$ cat src/rtl/mci_mcu_sram_arb_pkg.sv
// Shared types for the MCU SRAM arbiter: FSM states, response pipeline record
// and the round-robin pointer wrap helper.
package mci_mcu_sram_arb_pkg;

    localparam int MAX_REQ = 8;
    localparam int IDX_W   = $clog2(MAX_REQ);

    typedef enum logic [1:0] {
        IDLE   = 2'd0,
        ARB    = 2'd1,
        LOCKED = 2'd2
    } arb_state_e;

    typedef struct packed {
        logic             valid;
        logic [IDX_W-1:0] idx;
        logic             write;
    } rsp_pipe_t;

    function automatic logic [IDX_W-1:0] wrap_inc(input logic [IDX_W-1:0] idx, input int n);
        return (int'(idx) == n - 1) ? '0 : idx + 1'b1;
    endfunction

endpackage

$ cat src/rtl/mci_mcu_sram_arb_if.sv
// Requester-side bus and SRAM-side port of the MCU SRAM arbiter.
// slave = arbiter, master = requesters plus the SRAM they share.
interface mci_mcu_sram_arb_if #(
    parameter int NUM_REQ = 3,
    parameter int ADDR_W  = 18,
    parameter int DATA_W  = 32
);
    // Handshake: requester i holds req_* stable while req_valid[i]=1; the transfer
    // happens in the cycle req_valid[i] & req_gnt[i], and rsp_valid[i] follows 1 cycle later.
    logic [NUM_REQ-1:0]        req_valid;
    logic [NUM_REQ-1:0]        req_write;
    logic [NUM_REQ-1:0]        req_lock;
    logic [NUM_REQ*ADDR_W-1:0] req_addr;
    logic [NUM_REQ*DATA_W-1:0] req_wdata;
    logic [NUM_REQ-1:0]        req_gnt;
    logic [NUM_REQ-1:0]        rsp_valid;
    logic [DATA_W-1:0]         rsp_rdata;
    logic                      rsp_error;
    logic                      sram_cs;
    logic                      sram_we;
    logic [ADDR_W-1:0]         sram_addr;
    logic [DATA_W-1:0]         sram_wdata;
    logic [DATA_W-1:0]         sram_rdata;
    logic                      sram_dbl_err;
    logic [NUM_REQ-1:0]        starve_sts;

    modport slave (
        input  req_valid, req_write, req_lock, req_addr, req_wdata, sram_rdata, sram_dbl_err,
        output req_gnt, rsp_valid, rsp_rdata, rsp_error,
        output sram_cs, sram_we, sram_addr, sram_wdata, starve_sts
    );

    modport master (
        output req_valid, req_write, req_lock, req_addr, req_wdata, sram_rdata, sram_dbl_err,
        input  req_gnt, rsp_valid, rsp_rdata, rsp_error,
        input  sram_cs, sram_we, sram_addr, sram_wdata, starve_sts
    );

endinterface

$ cat src/rtl/mci_rr_arb.sv
// Combinational round-robin picker: grants the valid requester closest to ptr,
// counting upward with wrap-around. Shared by several MCI resources.
module mci_rr_arb #(
    parameter int N  = 3,
    parameter int IW = $clog2(N)
) (
    input  logic [N-1:0]  req,
    input  logic [IW-1:0] ptr,
    output logic [N-1:0]  gnt,
    output logic [IW-1:0] idx
);

    int best_dist;

    always_comb begin
        best_dist = N;
        idx       = '0;
        for (int j = 0; j < N; j++) begin
            if (req[j] && ((j + N - int'(ptr)) % N) < best_dist) begin
                best_dist = (j + N - int'(ptr)) % N;
                idx       = IW'(j);
            end
        end
        gnt = '0;
        for (int j = 0; j < N; j++) begin
            gnt[j] = (best_dist < N) && (idx == IW'(j));
        end
    end

endmodule

$ cat src/rtl/mci_mcu_sram_arb.sv
// MCU SRAM arbiter: round-robin with lock, one-cycle routed responses.
// Optional starvation monitor under `MCI_MCU_SRAM_ARB_STARVE_MON_EN.
module mci_mcu_sram_arb
    import mci_mcu_sram_arb_pkg::*;
#(
    parameter int NUM_REQ      = 3,
    parameter int ADDR_W       = 18,
    parameter int DATA_W       = 32,
    parameter int STARVE_LIMIT = 64
) (
    input  logic                clk,
    input  logic                rst_b,
    mci_mcu_sram_arb_if.slave   bus,
    output arb_state_e          dbg_state
);

    arb_state_e         state;
    logic [IDX_W-1:0]   rr_ptr;
    logic [IDX_W-1:0]   owner;
    logic [IDX_W-1:0]   pick_idx;
    logic [IDX_W-1:0]   gnt_idx;
    logic [NUM_REQ-1:0] pick_gnt;
    logic [NUM_REQ-1:0] gnt;
    logic               gnt_any;
    logic               gnt_write;
    logic               gnt_lock;
    rsp_pipe_t          pipe;

    mci_rr_arb #(.N(NUM_REQ), .IW(IDX_W)) u_rr_arb (
        .req (bus.req_valid),
        .ptr (rr_ptr),
        .gnt (pick_gnt),
        .idx (pick_idx)
    );

    // While LOCKED only the owner may be granted, and only when it is valid.
    always_comb begin
        gnt     = pick_gnt;
        gnt_idx = pick_idx;
        if (state == LOCKED) begin
            gnt_idx = owner;
            for (int i = 0; i < NUM_REQ; i++) begin
                gnt[i] = bus.req_valid[i] && (owner == IDX_W'(i));
            end
        end
    end

    assign gnt_any   = |gnt;
    assign gnt_write = |(gnt & bus.req_write);
    assign gnt_lock  = |(gnt & bus.req_lock);

    assign bus.req_gnt = gnt;
    assign bus.sram_cs = gnt_any;
    assign bus.sram_we = gnt_write;

    always_comb begin
        bus.sram_addr  = '0;
        bus.sram_wdata = '0;
        for (int i = 0; i < NUM_REQ; i++) begin
            if (gnt[i]) begin
                bus.sram_addr  = bus.req_addr[i*ADDR_W +: ADDR_W];
                bus.sram_wdata = bus.req_wdata[i*DATA_W +: DATA_W];
            end
        end
    end

    always_comb begin
        bus.rsp_valid = '0;
        for (int i = 0; i < NUM_REQ; i++) begin
            bus.rsp_valid[i] = pipe.valid && (pipe.idx == IDX_W'(i));
        end
    end

    assign bus.rsp_rdata = (pipe.valid && !pipe.write) ? bus.sram_rdata : '0;
    assign bus.rsp_error = pipe.valid && !pipe.write && bus.sram_dbl_err;
    assign dbg_state     = state;

    always_ff @(posedge clk or negedge rst_b) begin
        if (!rst_b) begin
            state  <= IDLE;
            rr_ptr <= '0;
            owner  <= '0;
            pipe   <= '0;
        end else begin
            pipe.valid <= gnt_any;
            pipe.idx   <= gnt_idx;
            pipe.write <= gnt_write;
            case (state)
                IDLE, ARB: begin
                    if (gnt_any) begin
                        rr_ptr <= wrap_inc(pick_idx, NUM_REQ);
                        if (gnt_lock) begin
                            state <= LOCKED;
                            owner <= pick_idx;
                        end else begin
                            state <= ARB;
                        end
                    end else begin
                        state <= IDLE;
                    end
                end
                LOCKED: begin
                    // The unlocked owner transfer is still granted; it just ends the lock.
                    if (gnt_any && !gnt_lock) begin
                        state  <= ARB;
                        rr_ptr <= wrap_inc(owner, NUM_REQ);
                    end
                end
                default: state <= IDLE;
            endcase
        end
    end

`ifdef MCI_MCU_SRAM_ARB_STARVE_MON_EN
    localparam int CW = $clog2(STARVE_LIMIT + 1);

    logic [CW-1:0]      wait_cnt [NUM_REQ];
    logic [NUM_REQ-1:0] starve_q;

    always_ff @(posedge clk or negedge rst_b) begin
        if (!rst_b) begin
            for (int i = 0; i < NUM_REQ; i++) wait_cnt[i] <= '0;
            starve_q <= '0;
        end else begin
            for (int i = 0; i < NUM_REQ; i++) begin
                if (gnt[i]) begin
                    wait_cnt[i] <= '0;
                end else if (bus.req_valid[i] && wait_cnt[i] != CW'(STARVE_LIMIT)) begin
                    wait_cnt[i] <= wait_cnt[i] + 1'b1;
                    if (wait_cnt[i] == CW'(STARVE_LIMIT - 1)) starve_q[i] <= 1'b1;
                end
            end
        end
    end

    assign bus.starve_sts = starve_q;
`else
    assign bus.starve_sts = '0;
`endif

endmodule
$ cat src/flat_wrapper.sv
// flat-port wrapper written by rule: the top's interface ports become plain ports
module mci_mcu_sram_arb_flat import mci_mcu_sram_arb_pkg::*;
#(
    parameter int NUM_REQ      = 3,
    parameter int ADDR_W       = 18,
    parameter int DATA_W       = 32,
    parameter int STARVE_LIMIT = 64
)
  (clk, rst_b, dbg_state, bus_req_valid, bus_req_write, bus_req_lock, bus_req_addr, bus_req_wdata, bus_sram_rdata, bus_sram_dbl_err, bus_req_gnt, bus_rsp_valid, bus_rsp_rdata, bus_rsp_error, bus_sram_cs, bus_sram_we, bus_sram_addr, bus_sram_wdata, bus_starve_sts);
  mci_mcu_sram_arb_if #(.NUM_REQ(NUM_REQ), .ADDR_W(ADDR_W), .DATA_W(DATA_W)) bus_i ();
  input  logic clk;
  input  logic rst_b;
  output arb_state_e dbg_state;
  input wire logic [$bits(bus_i.req_valid)-1:0] bus_req_valid;
  input wire logic [$bits(bus_i.req_write)-1:0] bus_req_write;
  input wire logic [$bits(bus_i.req_lock)-1:0] bus_req_lock;
  input wire logic [$bits(bus_i.req_addr)-1:0] bus_req_addr;
  input wire logic [$bits(bus_i.req_wdata)-1:0] bus_req_wdata;
  input wire logic [$bits(bus_i.sram_rdata)-1:0] bus_sram_rdata;
  input wire logic [$bits(bus_i.sram_dbl_err)-1:0] bus_sram_dbl_err;
  output wire logic [$bits(bus_i.req_gnt)-1:0] bus_req_gnt;
  output wire logic [$bits(bus_i.rsp_valid)-1:0] bus_rsp_valid;
  output wire logic [$bits(bus_i.rsp_rdata)-1:0] bus_rsp_rdata;
  output wire logic [$bits(bus_i.rsp_error)-1:0] bus_rsp_error;
  output wire logic [$bits(bus_i.sram_cs)-1:0] bus_sram_cs;
  output wire logic [$bits(bus_i.sram_we)-1:0] bus_sram_we;
  output wire logic [$bits(bus_i.sram_addr)-1:0] bus_sram_addr;
  output wire logic [$bits(bus_i.sram_wdata)-1:0] bus_sram_wdata;
  output wire logic [$bits(bus_i.starve_sts)-1:0] bus_starve_sts;
  assign bus_i.req_valid = bus_req_valid;
  assign bus_i.req_write = bus_req_write;
  assign bus_i.req_lock = bus_req_lock;
  assign bus_i.req_addr = bus_req_addr;
  assign bus_i.req_wdata = bus_req_wdata;
  assign bus_i.sram_rdata = bus_sram_rdata;
  assign bus_i.sram_dbl_err = bus_sram_dbl_err;
  assign bus_req_gnt = bus_i.req_gnt;
  assign bus_rsp_valid = bus_i.rsp_valid;
  assign bus_rsp_rdata = bus_i.rsp_rdata;
  assign bus_rsp_error = bus_i.rsp_error;
  assign bus_sram_cs = bus_i.sram_cs;
  assign bus_sram_we = bus_i.sram_we;
  assign bus_sram_addr = bus_i.sram_addr;
  assign bus_sram_wdata = bus_i.sram_wdata;
  assign bus_starve_sts = bus_i.starve_sts;
  mci_mcu_sram_arb #(.NUM_REQ(NUM_REQ), .ADDR_W(ADDR_W), .DATA_W(DATA_W), .STARVE_LIMIT(STARVE_LIMIT)) u_core (.clk(clk), .rst_b(rst_b), .bus(bus_i), .dbg_state(dbg_state));
endmodule
$ cat config.mk
export PLATFORM = sky130hd
export DESIGN_NAME = mci_mcu_sram_arb_flat
export DESIGN_NICKNAME = d
export VERILOG_FILES = /design/src/rtl/mci_mcu_sram_arb_pkg.sv /design/src/rtl/mci_mcu_sram_arb_if.sv /design/src/rtl/mci_rr_arb.sv /design/src/rtl/mci_mcu_sram_arb.sv /design/src/flat_wrapper.sv
export SDC_FILE = /design/constraint.sdc
export NUM_CORES = 1
export LEC_CHECK = 0
export ABC_AREA = 1
export CAP_MARGIN = 25
export CORE_ASPECT_RATIO = 0.7
export CORE_UTILIZATION = 36
export CTS_CLUSTER_DIAMETER = 60
export DETAILED_ROUTE_END_ITERATION = 7
export PLACE_DENSITY = 0.76
export SLEW_MARGIN = 40
export SYNTH_ARGS = -nofsm -noshare
export SYNTH_HDL_FRONTEND = slang
export SYNTH_SLANG_ARGS = --single-unit
$ cat constraint.sdc
create_clock -name clk -period 13.5 [get_ports clk]
set_clock_uncertainty 0.2 [all_clocks]
set_input_delay 4.05 -clock clk [delete_from_list [all_inputs] [get_ports clk]]
set_output_delay 4.05 -clock clk [all_outputs]
set_load 0.02 [all_outputs]
==> results of run 1 <==
-- repair_timing --
item,CTS,global route
pin swaps,0,17
resized for setup,68,122
endpoints found under the hold margin,0,0
setup buffers,0,10
setup endpoints to repair,55,55
gates cloned,0,3
-- logic make-up after synthesis --
group / Yosys count / share of synthesized area (%)
and+or+nand+nor: 536 / 45.90
buffers and inverters: 171 / 13.35
xor gates and xnor gates: 14 / 2.561
adders and majority gates: 82 / 20.19
AOI/OAI and AO/OA: 109 / 12.12
muxes: 2 / 0.3940
other: 1 / 0.07380
DFF: 11 / 5.417
-- registers in the layout, summed over array words and instances, names as in the netlist --
signal            count
u_core.rr_ptr         3
u_core.owner          2
u_core.dbg_state      2
u_core.pipe           4
-- per-layer routing --
metal  global-route usage [%]  up-vias
li1                         -     3618
met1                    39.87     3162
met2                    48.05      298
met3                    6.241       41
met4                    10.97        0
met5                        0        -
-- stage by stage --
stage / utilization [%] / area, um^2
final: 65.57 / 8816
after global routing: 65.57 / 8816
after CTS: 63.82 / 8579
after detailed placement: 63.13 / 8487
after global placement: 63.13 / 8487
after floorplan: - / 5089
-- area by class of cell --
cell class / instances / area [um^2] / area share (%)
tap: 185 / 231.5 / 2.626
multi-input combinational: 746 / 4358 / 49.43
clock buffer: 4 / 78.83 / 0.8941
sequential: 11 / 275.3 / 3.122
inverter: 129 / 495.5 / 5.620
timing repair buffer: 358 / 3377 / 38.31
-- placed cells by master, fill, tap and decap left out, types with 12 or more instances in the layout --
cell type,n
nand2_1,294
clkdlybuf4s50_1,230
inv_1,113
nand3_1,108
ha_1,78
buf_4,67
nor2_1,66
o21ai_0,40
a21oi_1,34
clkbuf_2,28
nand2_2,16
inv_2,12
-- how the worst max path moves through the flow --
stage	from	endpoint	slack [ns]	cells past startpoint
global route	u_core.rr_ptr[0]	bus_sram_addr[0]	-0.11	62
finish	bus_req_valid[0]	bus_sram_wdata[10]	0.51	35
detailed placement	bus_req_valid[0]	bus_sram_wdata[20]	-0.40	38
CTS	bus_req_valid[0]	bus_sram_addr[2]	0.001	34
floorplan	bus_req_valid[0]	bus_sram_we	0.08	34
global placement	bus_req_valid[0]	bus_sram_wdata[20]	-0.34	34
==> results.cfg, run 1 <==
[outcome]
outcome = complete, no violations

[sta]
period_minus_slack_ns = 12.99
tns_ns = 0
whs_ns = 0.2944
worst_pin_slew_ns = 0.6187
setup_viol = 0
report.final.slew_viol_count = 0
slew_headroom_pct = 58.76
period_share_pct = 96.25
layout_setup_ws_ns = 0.5067
max_freq_mhz = 76.96
hold_viol_final = 0

[floorplanning]
rows = 35
io_pins = 290
core_mm2 = 0.01344
die_width_um = 144.0
die_area_mm2 = 0.01460
fp.dieH_um = 101.4
start_util_pct = 37.79

[cells_and_area]
nets = 1525
n_fill_cell = 1213
stdcell_count = 1433
antenna_cells = 0
drive_gt1_share_pct = 17.79
synthToLayoutAreaGrowth_pct = 73.50

[min_path]
hold-path-endpoint = u_core.dbg_state[0]
hp-start = u_core.dbg_state[0]
min_path_type = reg2reg
hold_depth = 1

[job]
drv_cap = 0

[global_route]
grt_pass1_vias = 6539
overflow = 0
grt_pass1_wl_um = 33950
antenna_found_initial = 1
gr-usage-all-layers_pct = 30.07
grt_max_degree = 34

[logic_synthesis]
yosysUniqueCellTypes = 40
synth_edf_count = 0
ys_warn_count = 0
synth.most_common_cell = nand2_1
syn-cell-area_mm2 = 0.005081
synth_top_area_share_pct = 22.38
ys_top_cells_by_area = nand2_1 (22%), ha_1 (20%), nand3_1 (11%), inv_1 (8.7%), dfrtp_1 (5.4%)
netlist.top_cell.by_area = nand2_1
synth-seq-cells = 11
synth_ff_type = dfrtp_1
yosysSeqAreaShare_pct = 5.417
async_reset_ff_share_pct = 100.0
netlist_top_cells_count = nand2_1 (303), inv_1 (118), nand3_1 (116)
avgSynthCellArea_um2 = 5.487
netlist_instances = 926

[place]
post-place-ws_ns = -0.3994
dp.cells = 1416
dp_hpwl_um = 19040
gp_congestion = 0.9576
io_buffers = 286

[setup_path]
worstPathRequired_ns = 9.25
critPathCaptureType = primary output
cpMostUsedCell = nand2_1
reg2reg_depth = 63
crit_arrival_ns = 8.74
cp_top_family = simple AND/OR/NAND/NOR gates
r2r_setup_slack_ns = 4.65
cp_slowest_cell = ha_1
worstSetupStartpointType = primary input
path_class = in2out
crit-reg2reg-launch = u_core.rr_ptr[1]
crit_fanout = 9
r2r_end = u_core.rr_ptr[1]
cpPeakStageDelay_ns = 0.32
crit_buf_inv = 8

[clock_network]
root_buffer = clkbuf_16
cts_tree = yes
cts_buffers = 3
cts_buffer_depth = 2
clkLatencyLatePin_ns = 0.25
cts_sinks = 11
clk_pin_slew_ns = 0.04
ctsHoldBuffers = 0
h-tree-depth = 1

[routing]
maxUsedRoutingLayer = met4
postRouteAntennaNets = 0
wl_met2_um = 10500
wl_per_cell_um = 16.20
drtPass1Iterations = 5
wl_met1_um = 9931
routed_wirelength_um = 23220
drtIter0Drc = 389
drc = 0
met3_length_um = 1958
dr_total_vias = 7119
vias_per_cell = 4.968
Power of run 1 is left out: the tool's default activity adds up to more than one toggle a clock period on the data nets, which glitch-free logic cannot reach.
==> run 2, diff against run 1 <==
--- a/config.mk
+++ b/config.mk
@@ -8,10 +8,10 @@
 export ABC_AREA = 1
 export CAP_MARGIN = 25
 export CORE_ASPECT_RATIO = 0.7
-export CORE_UTILIZATION = 36
+export CORE_UTILIZATION = 43
 export CTS_CLUSTER_DIAMETER = 60
 export DETAILED_ROUTE_END_ITERATION = 7
-export PLACE_DENSITY = 0.76
+export PLACE_DENSITY = 0.86
 export SLEW_MARGIN = 40
 export SYNTH_ARGS = -nofsm -noshare
 export SYNTH_HDL_FRONTEND = slang
==> constraint.sdc (replaced) <==
create_clock -name clk -period 15.23 [get_ports clk]
set_clock_uncertainty 0.2 [all_clocks]
set_input_delay 4.569 -clock clk [delete_from_list [all_inputs] [get_ports clk]]
set_output_delay 4.569 -clock clk [all_outputs]
set_load 0.02 [all_outputs]
==> results.cfg, run 2 (synthesis gave the netlist of run 1 again) <==
[routing]
vias_per_cell = 5.138
routed_wirelength_um = 22330
dr_total_vias = 6972
drc = 0
drtIter0Drc = 566
postRouteAntennaNets = 0
drtPass1Iterations = 5
wl_per_cell_um = 16.46

[setup_path]
cpPeakStageDelay_ns = 0.63
cp_slowest_cell = clkdlybuf4s50_1
crit_arrival_ns = 10.00
path_class = in2out
cp_top_family = simple AND/OR/NAND/NOR gates
reg2reg_depth = 60
crit_fanout = 27
cpMostUsedCell = nand2_1
r2r_end = u_core.rr_ptr[0]
r2r_setup_slack_ns = 5.71
worstPathRequired_ns = 10.46
crit_buf_inv = 9
critPathCaptureType = primary output
crit-reg2reg-launch = u_core.rr_ptr[0]
worstSetupStartpointType = primary input

[place]
dp_hpwl_um = 18720
gp_congestion = 0.9759
io_buffers = 286

[global_route]
gr-usage-all-layers_pct = 35.27
grt_pass1_vias = 6414
grt_max_degree = 35
overflow = 0
grt_pass1_wl_um = 33890
antenna_found_initial = 2

[clock_network]
cts_sinks = 11
cts_buffers = 3
clkLatencyLatePin_ns = 0.24
cts_buffer_depth = 2
cts_tree = yes
h-tree-depth = 1
root_buffer = clkbuf_16
clk_pin_slew_ns = 0.04
ctsHoldBuffers = 0

[cells_and_area]
synthToLayoutAreaGrowth_pct = 65.80
largest_reg_flops = 4
final_common_cell = nand2_1
top_register = u_core.pipe
nets = 1479
final_cell_mix = nand2_1 (302), clkdlybuf4s50_1 (233), inv_1 (117), nand3_1 (115), ha_1 (82)
top_regs = u_core.pipe x4, u_core.rr_ptr x3
drive_gt1_share_pct = 6.822

[floorplanning]
fp.dieH_um = 92.95
core_mm2 = 0.01125
rows = 32
start_util_pct = 45.16
io_pins = 290
die_area_mm2 = 0.01226
die_width_um = 131.9

[job]
drv_cap = 0

[sta]
slew_headroom_pct = 59.96
rsz0062_at_grt = no
max_freq_mhz = 67.73
hold_viol_final = 0
worst_pin_slew_ns = 0.6005
report.final.slew_viol_count = 0
setup_viol = 0
period_minus_slack_ns = 14.76
whs_ns = 0.3439
tns_ns = 0
period_share_pct = 96.95

[min_path]
hold-path-endpoint = u_core.dbg_state[0]
hp-start = u_core.dbg_state[1]
hold_depth = 1
min_path_type = reg2reg

[outcome]
outcome = complete, no violations
[run 2: cell count changes in the layout (fill, tap and decap cells not counted), sizes merged]
cell	before	now
clkdlybuf4s15	2	0
inv	128	129
diode	0	2
dlymetal6s2s	1	52
clkinvlp	1	0
dlygate4sd2	4	0
clkdlybuf4s50	230	233
clkbuf	33	4
buf	92	27
[run 2: per-stage QoR]
stage / setup WS [ns] / utilization [%] / area (um^2) / cells
after floorplan: 0.7740 / - / 5089 / 928
after global placement: 0.09522 / 72.81 / 8192 / 1351
after detailed placement: 0.01062 / 72.81 / 8192 / 1351
after CTS: 0.06545 / 73.52 / 8272 / 1355
after global routing: 0.04531 / 74.86 / 8422 / 1356
final: 0.4651 / 74.88 / 8424 / 1357
[run 2: how the worst max path moves through the flow]
stage	start	endpoint	slack [ns]	depth (start not counted)
after floorplan	bus_req_valid[0]	bus_sram_we	0.77	34
after global placement	bus_req_valid[0]	bus_sram_wdata[5]	0.1	35
after detailed placement	bus_req_valid[0]	bus_sram_addr[14]	0.01	37
after CTS	bus_req_valid[0]	bus_sram_addr[0]	0.07	37
after global routing	bus_req_valid[0]	bus_req_gnt[0]	0.05	32
final	bus_req_valid[0]	bus_req_gnt[2]	0.47	33
[run 2: timing repair]
item / CTS / global route
gates resized for setup: 1 / 58
endpoints found under the setup margin: 4 / 55
buffers inserted: 0 / 0
endpoints found under the hold margin: 0 / 0
[run 2: layout make-up]
type / count / area, um^2
diodes: 2 / 5.005
clock buffers: 4 / 78.83
fillers: 941 / 2826
inverters: 129 / 484.2
multi-input cells: 746 / 4150
flip-flops and latches: 11 / 275.3
well taps: 153 / 191.4
repair buffers: 312 / 3239
[run 2: metal layers]
| metal | GRT usage (%) | part of all wire [%] | up-vias |
|---|---|---|---|
| li1 | - | - | 3525 |
| met1 | 45.96 | 44 | 3094 |
| met2 | 57.14 | 45 | 305 |
| met3 | 5.419 | 6.9 | 48 |
| met4 | 16.47 | 4.3 | 0 |
| met5 | 0 | 0 | - |
Power of run 2 is left out for the same reason.
==> run 3, diff against run 2 <==
--- a/config.mk
+++ b/config.mk
@@ -11,7 +11,7 @@
 export CORE_UTILIZATION = 43
 export CTS_CLUSTER_DIAMETER = 60
 export DETAILED_ROUTE_END_ITERATION = 7
-export PLACE_DENSITY = 0.86
+export PLACE_DENSITY = 0.89
 export SLEW_MARGIN = 40
 export SYNTH_ARGS = -nofsm -noshare
 export SYNTH_HDL_FRONTEND = slang
==> results.cfg, run 3 (synthesis gave the netlist of run 1 again) <==
[outcome]
outcome = complete, no violations

[setup_path]
cpPeakStageDelay_ns = 0.64
r2r_end = u_core.rr_ptr[0]
crit_arrival_ns = 9.95
crit_fanout = 39
worstSetupStartpointType = primary input
path_class = in2out
crit-reg2reg-launch = u_core.rr_ptr[1]
cpMostUsedCell = nand2_1
r2r_setup_slack_ns = 5.89
cp_slowest_cell = clkdlybuf4s50_1
reg2reg_depth = 58
worstPathRequired_ns = 10.46
critPathCaptureType = primary output
cp-startpoint = bus_req_valid[0]
crit_end = bus_req_gnt[1]

[global_route]
grt_busiest_layer = met2
gr-usage-all-layers_pct = 35.30
grt_max_degree = 40
antenna_found_initial = 4
gr-usage-met2_pct = 57.32
grt_pass1_wl_um = 33640
grt_use_met3_pct = 8.593
overflow = 0
grtUsageMet1_pct = 42.31
grt_pass1_vias = 6415

[sta]
worst_pin_slew_ns = 0.6075
hold_viol_final = 0
setup_viol = 0
period_share_pct = 96.63
report.final.slew_viol_count = 0
slew_headroom_pct = 59.37
period_minus_slack_ns = 14.72
max_freq_mhz = 67.95

[min_path]
hp-start = u_core.dbg_state[1]
min_path_type = reg2reg

[cells_and_area]
drive_gt1_share_pct = 6.522
top_regs = u_core.pipe x4, u_core.rr_ptr x3
synthToLayoutAreaGrowth_pct = 65.55
stdcell_count = 1353
nets = 1473
final_cell_mix = nand2_1 (301), clkdlybuf4s50_1 (234), inv_1 (117), nand3_1 (115), ha_1 (82)
final_common_cell = nand2_1
final_util_pct = 74.77
top_register = u_core.pipe
largest_reg_flops = 4

[clock_network]
cts_buffer_depth = 2
cts_sinks = 11
clkLatencyLatePin_ns = 0.24
cts_tree = yes
root_buffer = clkbuf_16
clk_pin_slew_ns = 0.04
h-tree-depth = 1
cts_buffers = 3
ctsHoldBuffers = 0

[place]
dp.cells = 1345
gp_congestion = 1.016
dp_hpwl_um = 18870
io_buffers = 286

[routing]
postRouteAntennaNets = 0
drtPass1Iterations = 5
wl_per_cell_um = 16.73
dr_total_vias = 7059
routed_wirelength_um = 22640
drc = 0
vias_per_cell = 5.217
drtIter0Drc = 574

[job]
drv_cap = 0

[floorplanning]
die_area_mm2 = 0.01226
fp.dieH_um = 92.95
rows = 32
core_mm2 = 0.01125
io_pins = 290
start_util_pct = 45.16
die_width_um = 131.9
run 3: cell types whose count changed in the layout (fill, tap and decap cells not counted):
cell and change:
buf_12 +1, buf_4 -8, buf_6 +1, clkdlybuf4s50_1 +1
diode_2 +2, dlymetal6s2s_1 -1, inv_2 -1, inv_4 +1
nand2_1 -1, nand2_4 +1, o21ai_0 -1, o21ai_2 +1
run 3: layer usage:
layer	part of all wire, %	vias up
met5	0	-
met4	6.3	0
met3	8.5	62
met2	45	362
met1	40	3120
li1	-	3515
run 3: worst max-delay path, delay by kind of cell:
family,cells,cell delay (ns)
buffers and inverters,7,1.92
AND/OR/NAND/NOR,20,1.70
AO/OA/AOI/OAI,7,1.11
adder cells (fa/ha/maj),2,0.61
run 3: through the flow:
stage / hold WS, ns / instance area, um^2 / TNS (ns) / setup slack [ns]
after floorplan: 0.3034 / 5089 / 0 / 0.7740
after global placement: 0.2723 / 8159 / 0 / 0.1118
after detailed placement: 0.2781 / 8159 / 0 / 0.06752
after CTS: 0.2836 / 8238 / 0 / 0.04897
after global routing: 0.3064 / 8412 / -0.03682 / -0.03682
final: 0.2833 / 8412 / 0 / 0.5136
run 3: worst min path at each step:
stage                                     end  depth (start not counted)  slack, ns
after CTS                 u_core.dbg_state[0]                          1       0.28
final                     u_core.dbg_state[0]                          1       0.28
after global placement    u_core.dbg_state[0]                          1       0.27
after floorplan               u_core.owner[0]                          2       0.30
after detailed placement  u_core.dbg_state[0]                          1       0.28
after global routing      u_core.dbg_state[0]                          1       0.31
run 3: cell type report:
class,instances,area (um^2)
Timing Repair Buffer,306,3208
Tap cell,153,191.4
Inverter,129,486.7
Sequential cell,11,275.3
Multi-Input combinational cell,746,4161
Fill cell,925,2839
Antenna cell,4,10.01
Clock buffer,4,78.83
run 3: timing repair:
| item | 4_1_cts | 5_1_grt |
|---|---|---|
| endpoints found under the setup margin | 0 | 55 |
| gates resized for setup | 0 | 64 |
| setup buffers | 0 | 0 |
Power of run 3 is left out for the same reason.
